`config.mk`:
```
export PLATFORM = sky130hd
export DESIGN_NAME = segment_transition_ctrl
export DESIGN_NICKNAME = d
export VERILOG_FILES = /design/src/rtl/segment_transition_ctrl.sv
export SDC_FILE = /design/constraint.sdc
export NUM_CORES = 1
export LEC_CHECK = 0
export ABC_AREA = 1
export BUFFER_PORTS_ARGS = -buffer_cell sky130_fd_sc_hd__buf_2
export CAP_MARGIN = 20
export CORE_UTILIZATION = 40
export DETAILED_ROUTE_END_ITERATION = 7
export GPL_ROUTABILITY_DRIVEN = 0
export PLACE_DENSITY_LB_ADDON = 0.12
export SYNTH_ARGS = -nofsm -noshare
export SYNTH_HDL_FRONTEND = slang
export SYNTH_SLANG_ARGS = --single-unit
```
`constraint.sdc`:
```
create_clock -name clk_i -period 4.5 [get_ports clk_i]
set_input_delay 0.225 -clock clk_i [delete_from_list [all_inputs] [get_ports clk_i]]
set_output_delay 0.225 -clock clk_i [all_outputs]
set_load 0.005 [all_outputs]
```
`src/rtl/segment_transition_ctrl.sv`:
```
// segment_transition_ctrl
//   Owns the active segment for NUM_SEGMENTS mod/stm segments. Holds at most
//   one pending transition request (sync-index, system-time or GPIO
//   triggered), applies immediate/external requests on the next edge, and
//   counts completed loops of the active segment against its repetition
//   field. In external mode an exhausted segment advances to the next one
//   instead of raising STOP.
module segment_transition_ctrl #(
   parameter  int NUM_SEGMENTS = 2,
   parameter  int REP_W        = 16,
   parameter  int TIME_W       = 64,
   parameter  int NUM_GPIO     = 4,
   localparam int SEG_W        = (NUM_SEGMENTS > 1) ? $clog2(NUM_SEGMENTS) : 1
) (
   input  logic                          clk_i,
   input  logic                          rst_i,
   input  logic                          update_i,
   input  logic [SEG_W-1:0]              req_rd_segment_i,
   input  logic [7:0]                    transition_mode_i,
   input  logic [TIME_W-1:0]             transition_value_i,
   input  logic [NUM_SEGMENTS*REP_W-1:0] rep_i,
   input  logic [TIME_W-1:0]             sys_time_i,
   input  logic                          idx_wrap_i,
   input  logic [NUM_GPIO-1:0]           gpio_in_i,
   output logic [SEG_W-1:0]              segment_o,
   output logic                          pending_o,
   output logic                          switched_o,
   output logic                          stop_o,
   output logic [REP_W-1:0]              loop_cnt_o,
   output logic                          err_o
);

   localparam int GPIO_IDX_W = (NUM_GPIO > 1) ? $clog2(NUM_GPIO) : 1;
   localparam logic [SEG_W:0]      NUM_SEG_L  = (SEG_W+1)'(NUM_SEGMENTS);
   localparam logic [GPIO_IDX_W:0] NUM_GPIO_L = (GPIO_IDX_W+1)'(NUM_GPIO);
   localparam logic [REP_W-1:0]    REP_INF    = '1;

   typedef enum logic [7:0] {
      MODE_SYNC_IDX  = 8'h00,
      MODE_SYS_TIME  = 8'h01,
      MODE_GPIO      = 8'h02,
      MODE_EXT       = 8'hF0,
      MODE_IMMEDIATE = 8'hFF
   } mode_e;

   typedef enum logic {
      ST_IDLE = 1'b0,
      ST_WAIT = 1'b1
   } state_e;

   state_e              state_q,    state_d;
   logic [SEG_W-1:0]    seg_q,      seg_d;
   logic [SEG_W-1:0]    tgt_seg_q,  tgt_seg_d;
   mode_e               mode_q,     mode_d;
   logic [TIME_W-1:0]   value_q,    value_d;
   logic                ext_q,      ext_d;
   logic                stop_q,     stop_d;
   logic [REP_W-1:0]    loop_cnt_q, loop_cnt_d;
   logic                switched_q, switched_d;
   logic                err_q,      err_d;
   logic [NUM_GPIO-1:0] gpio_prev_q;

   logic                  mode_ok;
   logic                  req_ok;
   logic                  req_direct;
   logic                  trigger;
   logic                  do_switch;
   logic [SEG_W-1:0]      switch_seg;
   logic [SEG_W-1:0]      seg_plus1;
   logic [REP_W-1:0]      rep_cur;
   logic [REP_W-1:0]      loop_inc;
   logic [NUM_GPIO-1:0]   gpio_rise;
   logic [GPIO_IDX_W-1:0] req_gpio_idx;
   logic [GPIO_IDX_W-1:0] gpio_idx_q;

   // Request validation, trigger detection and repetition lookup.
   always_comb begin
      mode_ok      = 1'b0;
      req_direct   = 1'b0;
      req_gpio_idx = transition_value_i[GPIO_IDX_W-1:0];
      case (transition_mode_i)
         MODE_SYNC_IDX, MODE_SYS_TIME: mode_ok = 1'b1;
         MODE_GPIO:                    mode_ok = ({1'b0, req_gpio_idx} < NUM_GPIO_L);
         MODE_EXT, MODE_IMMEDIATE: begin
            mode_ok    = 1'b1;
            req_direct = 1'b1;
         end
         default:                      mode_ok = 1'b0;
      endcase
      req_ok = mode_ok && ({1'b0, req_rd_segment_i} < NUM_SEG_L);

      gpio_rise  = gpio_in_i & ~gpio_prev_q;
      gpio_idx_q = value_q[GPIO_IDX_W-1:0];
      case (mode_q)
         MODE_SYNC_IDX: trigger = idx_wrap_i;
         MODE_SYS_TIME: trigger = (sys_time_i >= value_q);
         MODE_GPIO:     trigger = gpio_rise[gpio_idx_q];
         default:       trigger = 1'b0;
      endcase

      rep_cur = '0;
      for (int k = 0; k < NUM_SEGMENTS; k++) begin
         if (seg_q == SEG_W'(k)) rep_cur = rep_i[k*REP_W +: REP_W];
      end
      loop_inc  = (loop_cnt_q == REP_INF) ? loop_cnt_q : loop_cnt_q + 1'b1;
      seg_plus1 = (seg_q == SEG_W'(NUM_SEGMENTS-1)) ? '0 : seg_q + 1'b1;
   end

   // Next-state: new request beats a pending trigger, which beats loop counting.
   always_comb begin
      // NOTE: every _d gets its hold value first so no path can infer a latch.
      state_d    = state_q;
      seg_d      = seg_q;
      tgt_seg_d  = tgt_seg_q;
      mode_d     = mode_q;
      value_d    = value_q;
      ext_d      = ext_q;
      stop_d     = stop_q;
      loop_cnt_d = loop_cnt_q;
      switched_d = 1'b0;
      err_d      = update_i && !req_ok;
      do_switch  = 1'b0;
      switch_seg = seg_q;

      if (update_i && req_ok) begin
         ext_d = (transition_mode_i == MODE_EXT);
         if (req_direct) begin
            do_switch  = 1'b1;
            switch_seg = req_rd_segment_i;
            state_d    = ST_IDLE;
         end else begin
            state_d   = ST_WAIT;
            tgt_seg_d = req_rd_segment_i;
            mode_d    = mode_e'(transition_mode_i);
            value_d   = transition_value_i;
         end
      end else if (state_q == ST_WAIT && trigger) begin
         do_switch  = 1'b1;
         switch_seg = tgt_seg_q;
         state_d    = ST_IDLE;
      end

      // A wrap only counts when nothing else moved the segment this cycle.
      // An external-mode auto-advance leaves any pending request armed.
      if (!do_switch && idx_wrap_i && !stop_q) begin
         if (rep_cur != REP_INF && loop_inc >= rep_cur + 1'b1) begin
            if (ext_q) begin
               do_switch  = 1'b1;
               switch_seg = seg_plus1;
            end else begin
               stop_d     = 1'b1;
               loop_cnt_d = loop_inc;
            end
         end else begin
            loop_cnt_d = loop_inc;
         end
      end

      if (do_switch) begin
         seg_d      = switch_seg;
         switched_d = 1'b1;
         loop_cnt_d = '0;
         stop_d     = 1'b0;
      end
   end

   // State and output registers with synchronous reset.
   always_ff @(posedge clk_i) begin
      // NOTE: non-blocking so every register samples the same pre-edge values.
      gpio_prev_q <= rst_i ? '0 : gpio_in_i;
      if (rst_i) begin
         state_q    <= ST_IDLE;
         seg_q      <= '0;
         tgt_seg_q  <= '0;
         mode_q     <= MODE_IMMEDIATE;
         value_q    <= '0;
         ext_q      <= 1'b0;
         stop_q     <= 1'b0;
         loop_cnt_q <= '0;
         switched_q <= 1'b0;
         err_q      <= 1'b0;
      end else begin
         state_q    <= state_d;
         seg_q      <= seg_d;
         tgt_seg_q  <= tgt_seg_d;
         mode_q     <= mode_d;
         value_q    <= value_d;
         ext_q      <= ext_d;
         stop_q     <= stop_d;
         loop_cnt_q <= loop_cnt_d;
         switched_q <= switched_d;
         err_q      <= err_d;
      end
   end

   assign segment_o  = seg_q;
   assign pending_o  = (state_q == ST_WAIT);
   assign switched_o = switched_q;
   assign stop_o     = stop_q;
   assign loop_cnt_o = loop_cnt_q;
   assign err_o      = err_q;

endmodule

```
==> results of run 1 <==
## final timing paths
kind	endpoint	depth (start not counted)	slack [ps]	startpoint
worst min-delay path	gpio_prev_q[2]$_SDFF_PP0_	3	90	gpio_in_i[2]
worst min register to register	value_q[34]$_SDFFE_PP0P_	2	460	value_q[34]$_SDFFE_PP0P_
worst max-delay path	loop_cnt_o[5]$_SDFFE_PP0P_	22	610	segment_o$_SDFFE_PP0P_
worst max register to register	loop_cnt_o[5]$_SDFFE_PP0P_	22	610	segment_o$_SDFFE_PP0P_
## synth_stat cells (all sizes together) (13+ instances only)
library cell,number
nand4,30
o21ai,91
clkbuf,22
ha,82
nand3,23
dfxtp,99
nor2,53
inv,137
a21oi,128
nand2,142
xor2,17
nor3,13
## flip-flops by register name (all words and copies together), names as in the netlist
register	flops
tgt_seg_q	1
stop_o	1
err_o	1
ext_q	1
pending_o	1
mode_q	8
loop_cnt_o	16
value_q	64
segment_o	1
gpio_prev_q	4
switched_o	1
## area by class of cell
cell class / count / area, um2
clock buffers: 9 / 225
clock inverters: 7 / 75.1
fillers: 1682 / 7930
inverters: 137 / 514
multi-input cells: 623 / 3850
flip-flops and latches: 99 / 1980
well taps: 216 / 270
repair buffers: 202 / 1040
## metrics by stage
stage,utilization,hold slack (ps),setup slack [ps]
2_1_floorplan,-,294,1070
3_3_place_gp,0.480,447,611
3_5_place_dp,0.480,451,490
4_1_cts,0.499,77.3,463
5_1_grt,0.501,84.9,74.8
6_report,0.501,91.1,614
## timing repair
item	CTS	global route
buffers inserted	0	1
endpoints found under the setup margin	0	17
resized for setup	0	1
## cell families (layout without fill, tap and decap cells)
| logic type | Yosys count | after routing | share of synthesized area |
|---|---|---|---|
| compound gates | 233 | 233 | 0.196 |
| buf+inv | 170 | 355 | 0.106 |
| flops | 99 | 99 | 0.304 |
| mux | 6 | 6 | 0.00922 |
| fa+ha+maj | 82 | 82 | 0.158 |
| xor+xnor | 23 | 23 | 0.0309 |
| simple gates | 279 | 279 | 0.196 |
## cell usage in the layout, fill, tap and decap left out, types with 22 or more instances in the layout
cell type,count
sky130_fd_sc_hd__nor2_1,52
sky130_fd_sc_hd__o21ai_0,84
sky130_fd_sc_hd__a21oi_1,118
sky130_fd_sc_hd__nand4_1,28
sky130_fd_sc_hd__buf_2,197
sky130_fd_sc_hd__nand3_1,22
sky130_fd_sc_hd__nand2_1,139
sky130_fd_sc_hd__ha_1,82
sky130_fd_sc_hd__inv_1,132
sky130_fd_sc_hd__dfxtp_1,99
## tightest hold or removal path: cells and delay by family
kind,cells,cell delay [ps]
simple gates,1,30
buf+inv,2,160
## layer usage
metal  part of all wire  track usage  wire length, um
met1               0.50        0.257             7950
met2               0.44        0.317             7010
met3              0.050       0.0318              801
met4              0.019       0.0746              301
met5                  0            0                0
## where the power goes
group / internal, W / leakage [nW] / switching (W)
combinational: 0.000129 / 2.74 / 0.000142
sequential: 0.000886 / 0.800 / 0.00000464
clock: 0.000434 / 0.138 / 0.000363
==> results by stage, run 1 <==
STA:
- The achievable clock frequency is 0.257 GHz.
- The relative slew slack is 0.526.
- The setup total negative slack is 0 ps.
- The clock skew is 8.12 ps.
- Dividing the final minimum period by the clock period gives 0.864.
- The hold violation count in the final report is 0.
- Counting I/O delays and the setup requirement, the final critical path takes 3890 ps.
- For the pin with the worst max-slew slack, the measured transition is 710 ps.
- The max-slew violation total from the final report was 0.
- Setup repair after global routing left no endpoint under its margin.
- Setup violations remaining at the end of the flow were counted as 0.

Logic synthesis:
- During synthesis, Yosys emitted a total of 0 warnings.
- Among all flip-flop cells after synthesis, the most frequent one is sky130_fd_sc_hd__dfxtp_1.
- In the post-synthesis netlist, the biggest area contributors are sky130_fd_sc_hd__dfxtp_1 30%, sky130_fd_sc_hd__ha_1 16%, sky130_fd_sc_hd__a21oi_1 9.1%, sky130_fd_sc_hd__nand2_1 8.0%, sky130_fd_sc_hd__inv_1 7.7%.
- The mean post-synth cell area is 7.30 um2.
- The share of synthesized flip-flops with an asynchronous set or reset is 0.
- In this run, distinct cell masters in the synthesized netlist total 40.
- The area share of the leading cell type in the synthesized netlist is 0.304.
- Counting flops with a built-in enable in the synthesized netlist gives 0.
- The synthesized design spends more area on one cell type than any other, namely sky130_fd_sc_hd__dfxtp_1.
- The post-synthesis instance area is 0.00651 mm2.
- The post-synth net total is 1151.
- Synthesis inferred 99 register bits.
- The count of mapped cells out of synthesis is 892.
- The share of the Yosys chip area taken by registers is 0.304.

Critical path:
- The dominant delay contributor by cell family on the critical path is simple AND/OR/NAND/NOR gates.
- The type of the setup path with the least slack is register to register.
- The data arrival time of the worst path is 4120 ps.
- Counting stages on the worst path, the most repeated cell is sky130_fd_sc_hd__nand2_1.
- The critical path's largest stage delay is 500 ps.
- The critical path launch point type is a register.
- The type of destination of the critical path is a register.
- Of all nets on the critical path, the largest fanout is 15.
- Walking the worst path, the cells encountered are buf_4, nand2_1, nand2_1, ha_1, inv_1, nor2_1, nand2_1, nor2_1, nand2_1, nor2_1, xor2_1, ha_1, nand2_1, inv_1, nand3_1, nor3_1, nand3_1, nand3_1, nand3_2, o211ai_4, buf_12, a21oi_1.
- For this design, the slowest cell found on the critical path is sky130_fd_sc_hd__dfxtp_1.
- Counting both buffers and inverters, the worst setup path holds a total of 4.
- The worst path required time is 4740 ps.

Detailed routing:
- The number of iterations in the first detailed-routing pass is 5.
- The count of nets left with antenna violations after detail routing is 0.
- The average wire length per cell after detail routing is 12.4 um.
- The detail-routed via count per cell is 4.77.
- The first-iteration detailed-routing DRC count is 280.
- The wire length after detailed routing is 16100 um.
- For this run, design rule violations remaining after detail routing come to 0.
- The total via count in the routed design is 6162.

Floorplanning:
- In this run the core area contains 46 standard-cell rows.
- The area of the core is 0.0159 mm2.
- The initial core utilization is 0.410.
- From bottom edge to top edge, the die measures 130 um.
- The floorplan step set the die width to 130 um.
- For this design the top-level I/O count stands at 198.
- The overall die area is 0.0168 mm2.

Cells and area:
- Relative to the synthesized area, the layout overhead comes to 22.2%.
- The total number of nets in the final design is 1331.
- Once layout is complete, the cells apart from fillers number 1293.
- The post-route standard cell area excluding fillers is 0.00796 mm2.
- The number of antenna diodes in the final layout is 0.
- Of the cells placed in the final design, the portion with a size suffix greater than 1 is 0.233.

Flow run:
- The tool flagged a number of max-cap violations equal to 0.

Clock tree:
- At the later pin of the worst-skew pair, clock insertion delay measures 350 ps.
- The total of hold buffers inserted after clock tree synthesis is 0.
- The TritonCTS buffer count is 9.
- The maximum buffer depth of the clock tree is 2.
- The number of H-tree levels is 3.
- CTS saw 99 sinks.
- The clock tree from TritonCTS is done.
- The clock input transition at the sequential cells of the worst setup and hold paths is 70 ps.
- The root buffer cell is sky130_fd_sc_hd__clkbuf_16.

Placed design:
- The count of input and output buffers is 197.
- The number of placed cells counting well taps is 1276.
- The placed instances occupy a cell area of 0.00763 mm2.
- After legalization and detailed placement, the total HPWL measured 12400 um.

Pwr:
- The peak ir drop on the vdd network is 186 uV.
- The final total power is 0.00196 W.
- The power per cell area is 246 mW/mm2.
- The static leakage is 3.68 nW.

GRT:
- The pin count of the biggest net entering global routing is 78.
- The number of antenna violations at the first check in global routing is 0.
- The number of global-route vias before repair is 5587.
- In the global route stage, overall resource usage came out at 0.194.
- For this run the aggregate overflow at the end of global routing stands at 0.
- The first global-routing pass estimated 25800 um of wire.

Hold path:
- The min-delay analysis places its worst path in the category primary input to register.

Status:
- The run finished with clean final reports.
(Power assumes the default switching activity.)
==> inputs of run 2 (changes only) <==
- CELL_PAD_IN_SITES_DETAIL_PLACEMENT: default -> 1
- CELL_PAD_IN_SITES_GLOBAL_PLACEMENT: default -> 1
- CORE_UTILIZATION: 40 -> 37
- CTS_CLUSTER_SIZE: default -> 25
==> results by stage, run 2 (synthesis gave the netlist of run 1 again) <==
GRT:
- The total routing resource utilization after global routing came to 0.200 (+0.00512).
- The number of antenna violations at the first check in global routing is 0 (unchanged).
- The pin count of the biggest net entering global routing came to 71 (-9.0%).
- The number of global-route vias before repair was 6220 (+11%).
- The aggregate global routing overflow came to 0 (unchanged).
- The wire length of the first global-routing pass was 29100 um (+13%).

Critical path:
- On the critical path the largest part of the delay comes from simple AND/OR/NAND/NOR gates.
- The count of cells along the worst register-to-register path is 18 (-18%).
- The end of the worst register-to-register path is loop_cnt_o[3]$_SDFFE_PP0P_.
- The setup slack of the most critical reg-to-reg path was 460 ps (-150 ps).
- The type of destination of the critical path is a register.
- The critical path launch point type is a register.
- The largest fanout on the critical path is 17 (+2).
- By startpoint and endpoint, the worst setup path is classified as register to register.
- The sum of buffers and inverters on the critical path was 2 (-2).
- The worst register-to-register path begins at segment_o$_SDFFE_PP0P_.
- The worst path required time is 4700 ps (-40 ps).
- The most common cell type on the critical path is sky130_fd_sc_hd__nand3_1.
- The critical path's largest stage delay is 600 ps (+100 ps).
- The critical path goes through buf_4, o21ai_2, nor4_4, nand2_1, nor3_2, nand3_1, nor4_2, xor2_1, ha_1, nand2_1, inv_1, nand3_1, nor3_1, nand3_1, nand3_1, nand3_2, o211ai_4, a21oi_1.
- The slowest cell on the critical path is sky130_fd_sc_hd__o211ai_4.
- The data arrival time of the worst path is 4240 ps (+120 ps).

Clock tree:
- The TritonCTS buffer count is 9 (unchanged).
- The insertion delay of the later-clocked pin in the worst-skew pair is 350 ps (about the same).
- The total of cells resized after clock tree synthesis is 0 (unchanged).
- The sink count of the clock tree is 99 (unchanged).
- The maximum buffer depth of the clock tree is 2 (unchanged).
- The tree is rooted in a sky130_fd_sc_hd__clkbuf_16.
- The total of hold buffers inserted after clock tree synthesis is 0 (unchanged).
- The number of buffers inserted to repair setup after CTS is 0 (unchanged).
- The number of H-tree levels is 3 (unchanged).
- The clock input transition at the sequential cells of the worst setup and hold paths is 70 ps (about the same).
- TritonCTS built the clock tree.

STA:
- The total of endpoints with negative setup slack in the final report came to 0 (unchanged).
- Setup repair after global routing left no endpoint under its margin.
- The clock skew is 8.02 ps (-0.0988 ps).
- The portion of the clock cycle consumed by the worst path in the final layout is 0.898 (+0.0340).
- The max-slew violation total from the final report is 0 (unchanged).
- The minimum clock period was 4040 ps (+153 ps).
- The slack of the critical path came to 461 ps (-153 ps).
- The transition time of the tightest slew-check pin is 841 ps (+131 ps).
- The hold violation count in the final report is 0 (unchanged).
- The worst-case hold slack is 101 ps (+10.2 ps).
- The relative slew slack came to 0.439 (-0.0875).
- The achievable clock frequency is 0.248 GHz (-3.8%).
- The setup total negative slack was 0 ps (unchanged).

Cells and area:
- In the layout the commonest cells are 197 x sky130_fd_sc_hd__buf_2, 139 x sky130_fd_sc_hd__nand2_1, 132 x sky130_fd_sc_hd__inv_1.
- Leaving out fill and tap cells, the most frequent cell in the layout is sky130_fd_sc_hd__buf_2.
- The number of diodes added for antenna fixing is 0 (unchanged).
- The final core utilization came to 0.460 (-0.0406).
- The area growth from synthesis to layout is 21.8%.
- The number of flip-flops in the largest register is 64 (unchanged).
- The fraction of layout instances using a drive strength above 1 is 0.232 (-0.000713).
- The largest register by flop count is value_q.
- The total number of nets in the final design is 1330 (-0.075%).

Pwr:
- The power per cell area is 246 mW/mm2 (-0.14%).
- The peak ir drop on the vdd network is 213 uV (+15%).
- The static leakage is 3.68 nW (about the same).
- The final total power is 0.00195 W (-0.42%).

Hold path:
- The worst hold path terminates at gpio_prev_q[2]$_SDFF_PP0_.
- The worst hold path stage count is 3 (unchanged).
- The startpoint of the lowest-slack hold path is gpio_in_i[2].
- The worst hold path belongs to the class primary input to register.

Detailed routing:
- The total via count in the routed design was 6325 (+2.6%).
- The number of remaining DRC errors was 0 (unchanged).
- The detail-routed via count per cell was 4.86 (+2.0%).
- The wire length after detailed routing is 17500 um (+9.2%).
- The number of iterations in the first detailed-routing pass was 4 (-1).
- The average wire length per cell after detail routing is 13.5 um (+8.5%).
- The count of nets left with antenna violations after detail routing is 0 (unchanged).
- The first-iteration detailed-routing DRC count is 212 (-24%).

Floorplanning:
- The die boundary height is 135 um (+3.9%).
- The area of the core is 0.0172 mm2 (+8.5%).
- The initial core utilization is 0.378 (-0.0321).
- The overall die area is 0.0181 mm2 (+8.0%).
- The number of cell rows is 48 (+4.3%).
- The horizontal extent of the die is 135 um (+3.9%).
- The count of pins on the block boundary is 198 (unchanged).

Placed design:
- The count of input and output buffers was 197 (unchanged).
- The estimated wirelength of the detail-placed design is 13800 um (+11%).
- The setup slack after placement came to 436 ps (-54.3 ps).

Flow run:
- The max-cap violation count was 0 (unchanged).

Status:
- The run finished with clean final reports.
==> run 2: cell types whose count changed in the layout (fill, tap and decap cells not counted) <==
cell,previous run,this run
sky130_fd_sc_hd__nand4_4,1,0
sky130_fd_sc_hd__inv_8,0,1
sky130_fd_sc_hd__bufinv_16,1,0
sky130_fd_sc_hd__inv_6,2,3
sky130_fd_sc_hd__buf_12,1,0
sky130_fd_sc_hd__nand4_2,1,2
sky130_fd_sc_hd__clkinvlp_4,3,0
sky130_fd_sc_hd__clkbuf_8,0,2
==> run 2: worst max path at each step <==
stage | startpoint | end | cells past startpoint
6_report | segment_o$_SDFFE_PP0P_ | loop_cnt_o[3]$_SDFFE_PP0P_ | 18
5_1_grt | segment_o$_SDFFE_PP0P_ | loop_cnt_o[8]$_SDFFE_PP0P_ | 19
4_1_cts | segment_o$_SDFFE_PP0P_ | loop_cnt_o[3]$_SDFFE_PP0P_ | 18
3_5_place_dp | segment_o$_SDFFE_PP0P_ | loop_cnt_o[3]$_SDFFE_PP0P_ | 18
3_3_place_gp | segment_o$_SDFFE_PP0P_ | loop_cnt_o[8]$_SDFFE_PP0P_ | 18
2_1_floorplan | segment_o$_SDFFE_PP0P_ | loop_cnt_o[0]$_SDFFE_PP0P_ | 26
==> run 2: tightest hold or removal path, stage by stage <==
cell and delay (ps):
sky130_fd_sc_hd__buf_2 100, sky130_fd_sc_hd__inv_1 50, sky130_fd_sc_hd__nor2_1 30
==> run 2: where the power goes <==
part,internal [W],switching (W),leakage [nW],total (W)
clock,0.000415,0.000372,0.149,0.000787
sequential,0.000886,0.00000470,0.800,0.000891
combinational,0.000127,0.000145,2.73,0.000273
==> run 2: layer usage <==
metal | GRT usage | up-vias | routed length [um]
li1 | - | 3330 | -
met1 | 0.275 | 2843 | 8800
met2 | 0.323 | 138 | 7790
met3 | 0.0364 | 14 | 771
met4 | 0.0449 | 0 | 174
met5 | 0 | - | 0
==> run 2: layout make-up <==
cell class / count / area [um2]
well taps: 225 / 282
inverters: 137 / 514
clock inverters: 5 / 42.5
repair buffers: 201 / 1020
fillers: 2257 / 9300
multi-input cells: 623 / 3840
clock buffers: 11 / 253
flip-flops and latches: 99 / 1980
==> run 2: per-stage QoR <==
step | area (um2) | std cells
2_1_floorplan | 6510 | 892
3_3_place_gp | 7640 | 1285
3_5_place_dp | 7640 | 1285
4_1_cts | 7930 | 1301
5_1_grt | 7930 | 1301
6_report | 7930 | 1301
==> inputs of run 3 (changes only) <==
- BUFFER_PORTS_ARGS: -buffer_cell sky130_fd_sc_hd__buf_2 -> default
- CORE_UTILIZATION: 37 -> 40
- DONT_BUFFER_PORTS: default -> 1
==> results by stage, run 3 (synthesis gave the netlist of run 1 again) <==
Critical path:
- The sum of buffers and inverters on the critical path is 3 (+1).
- The launch point of the critical path is segment_o$_SDFFE_PP0P_.
- The dominant delay contributor by cell family on the critical path is simple AND/OR/NAND/NOR gates.
- The capture point of the critical path is loop_cnt_o[12]$_SDFFE_PP0P_.
- The most common cell type on the critical path is sky130_fd_sc_hd__nand2_1.
- Walking the worst path, the cells encountered are buf_4, o21ai_2, or2_1, nor2_1, nand2_1, nor2_1, nand2_1, nor2_1, xor2_1, ha_1, nand2_1, inv_1, nand3_1, inv_1, a21oi_1, nand3_1, nand3_2, nand4_2, nand2_1, a21oi_2.
- The setup slack of the most critical reg-to-reg path is 470 ps (about the same).
- The slowest stage of the critical path belongs to the cell sky130_fd_sc_hd__dfxtp_1.
- The type of the setup path with the least slack is register to register.
- The critical path's largest stage delay was 600 ps (about the same).
- The critical path depth is 20 (+2).
- The end of the worst register-to-register path is loop_cnt_o[12]$_SDFFE_PP0P_.
- In this run the critical register-to-register path is launched from segment_o$_SDFFE_PP0P_.
- The data arrival time of the worst path is 4260 ps (+20 ps).
- The largest fanout on the critical path came to 16 (-1).
- STA classifies the critical path startpoint as a register.
- The count of cells along the worst register-to-register path was 20 (+2).
- The worst path required time is 4730 ps (+30 ps).
- STA classifies the critical path endpoint as a register.

GRT:
- The number of antenna violations at the first check in global routing is 0 (unchanged).
- The met1 track demand over resource in global routing was 0.257 (-0.0182).
- The number of global-route vias before repair is 6056 (-2.6%).
- The total routing resource utilization after global routing is 0.212 (+0.0124).
- The global-route met2 utilization was 0.368 (+0.0450).
- The pin count of the biggest net entering global routing is 78 (+9.9%).
- The aggregate global routing overflow is 0 (unchanged).
- The fraction of met3 tracks used by global routing was 0.0450 (+0.00859).
- The wire length of the first global-routing pass was 28200 um (-3.0%).
- In this run the most used layer during global routing was met2.

STA:
- Setup repair after global routing left no endpoint under its margin.
- The hold violation count in the final report is 0 (unchanged).
- The portion of the clock cycle consumed by the worst path in the final layout is 0.895 (-0.00275).
- The relative slew slack is 0.559 (+0.120).
- The clock skew is 9.74 ps (+1.72 ps).
- The transition time of the tightest slew-check pin was 662 ps (-179 ps).
- The worst-case hold slack is 17.2 ps (-84.0 ps).
- The minimum clock period came to 4030 ps (-12.4 ps).
- The setup total negative slack is 0 ps (unchanged).
- The achievable clock frequency is 0.248 GHz (+0.31%).
- The total of endpoints with negative setup slack in the final report is 0 (unchanged).
- The max-slew violation total from the final report is 0 (unchanged).

Cells and area:
- The number of fillers in the final layout is 2027 (-10%).
- The number of diodes added for antenna fixing was 0 (unchanged).
- The total number of nets in the final design is 1137 (-15%).
- The non-filler instance count after layout is 1099 (-16%).
- The multi-input gate area in the final layout is 0.00384 mm2 (unchanged).
- The largest register by flop count is value_q.
- Leaving out fill and tap cells, the most frequent cell in the layout is sky130_fd_sc_hd__nand2_1.
- The fraction of layout instances using a drive strength above 1 came to 0.0612 (-0.171).
- The number of flip-flops in the largest register is 64 (unchanged).
- The post-synthesis to final-layout area growth is 7.61%.
- The library cells used most frequently in the layout, excluding fill and tap cells, are 139 x sky130_fd_sc_hd__nand2_1, 132 x sky130_fd_sc_hd__inv_1, 118 x sky130_fd_sc_hd__a21oi_1.
- The footprint of the flip-flops and latches is 0.00198 mm2 (unchanged).

Pwr:
- The clock network fraction of design power is 0.420 (+0.016).
- The net switching share of the total power is 0.252 (-0.0151).
- The switching component of the power is 0.000477 W (-8.6%).
- The peak ir drop on the vdd network is 195 uV (-8.5%).
- The static leakage came to 2.90 nW (-21%).
- The internal power came to 0.00141 W (-1.1%).
- The power per cell area is 270 mW/mm2 (+9.7%).
- The share of total power in sequential cells is 0.472 (+0.015).
- The fraction of power consumed by combinational cells came to 0.107 (-0.033).

Hold path:
- The path class of the lowest-slack min-delay path is primary input to register.

Clock tree:
- The root buffer cell is sky130_fd_sc_hd__clkbuf_16.
- The clock input transition at the sequential cells of the worst setup and hold paths came to 70 ps (about the same).
- The total of cells resized after clock tree synthesis is 0 (unchanged).
- The maximum buffer depth of the clock tree is 2 (unchanged).
- TritonCTS built the clock tree.
- The TritonCTS buffer count is 9 (unchanged).
- The number of H-tree levels came to 3 (unchanged).
- The sink count of the clock tree is 99 (unchanged).
- The insertion delay of the later-clocked pin in the worst-skew pair is 340 ps (about the same).

Flow run:
- The max-cap violation count is 0 (unchanged).

Placed design:
- The estimated wirelength of the detail-placed design is 13800 um (about the same).
- The number of placed cells counting well taps is 1078 (-16%).
- The count of input and output buffers is 0 (-100%).

Floorplanning:
- The initial core utilization is 0.410 (+0.0321).
- The die boundary height is 130 um (-3.8%).
- The horizontal extent of the die was 130 um (-3.8%).
- The number of cell rows was 46 (-4.2%).
- The overall die area was 0.0168 mm2 (-7.4%).
- The count of pins on the block boundary is 198 (unchanged).
- The area of the core is 0.0159 mm2 (-7.8%).

Detailed routing:
- The count of nets left with antenna violations after detail routing is 0 (unchanged).
- The detail-routed via count per cell was 5.32 (+9.4%).
- The number of remaining DRC errors was 0 (unchanged).
- The average wire length per cell after detail routing was 15.9 um (+18%).
- The wire length after detailed routing came to 17500 um (about the same).
- The number of iterations in the first detailed-routing pass is 4 (unchanged).
- The first-iteration detailed-routing DRC count is 199 (-6.1%).
- The total via count in the routed design is 5846 (-7.6%).

Status:
- The run finished with clean final reports.
-- run 3: cell count changes in the layout (fill, tap and decap cells not counted), sizes merged --
cell / delta
buf: -196
clkbuf: -1
clkinvlp: +1
clkinv: +3
bufinv: +1
inv: -4
dlygate4sd3: +3
-- run 3: timing repair --
action / 4_1_cts / 5_1_grt
setup endpoints to repair: 0 / 7
buffers inserted: 0 / 1
hold buffers: 3 / 0
endpoints found under the hold margin: 7 / 0
-- run 3: metal layers --
metal / vias up / part of all wire / routed length (um)
met5: - / 0 / 0
met4: 0 / 0.026 / 454
met3: 25 / 0.064 / 1120
met2: 161 / 0.46 / 8130
met1: 2716 / 0.45 / 7830
li1: 2944 / - / -
-- run 3: cell type report --
cell class,instances,area share
Clock buffer,10,0.0341
Clock inverter,6,0.00929
Inverter,137,0.0734
Multi-Input combinational cell,623,0.549
Sequential cell,99,0.283
Tap cell,216,0.0386
Timing Repair Buffer,8,0.0132
-- run 3: through the flow --
stage               area, um2  total power (W)  utilization  worst slack, ps
floorplan                6510          0.00106            -             1070
global placement         6630          0.00110        0.418              605
detailed placement       6630          0.00111        0.418              303
CTS                      6970          0.00191        0.439              292
global route             7010          0.00199        0.441             45.4
finish                   7010          0.00189        0.441              473
-- run 3: worst min-delay path by stage --
| stage | start | to | slack [ps] | depth (start not counted) |
|---|---|---|---|---|
| 5_1_grt | gpio_in_i[3] | gpio_prev_q[3]$_SDFF_PP0_ | 20 | 2 |
| 2_1_floorplan | rst_i | ext_q$_SDFFE_PP0P_ | 290 | 1 |
| 3_5_place_dp | rst_i | ext_q$_SDFFE_PP0P_ | 300 | 1 |
| 3_3_place_gp | rst_i | ext_q$_SDFFE_PP0P_ | 300 | 1 |
| 4_1_cts | gpio_in_i[3] | gpio_prev_q[3]$_SDFF_PP0_ | 8 | 2 |
| 6_report | gpio_in_i[3] | gpio_prev_q[3]$_SDFF_PP0_ | 20 | 2 |
-- run 3: power by group through the flow --
stage	logic, W	clock network [W]	registers (W)
5_1_grt	0.000239	0.000857	0.000893
3_3_place_gp	0.000185	0	0.000912
3_5_place_dp	0.000198	0	0.000913
4_1_cts	0.000203	0.000818	0.000892
6_report	0.000203	0.000794	0.000892
2_1_floorplan	0.000154	0	0.000910
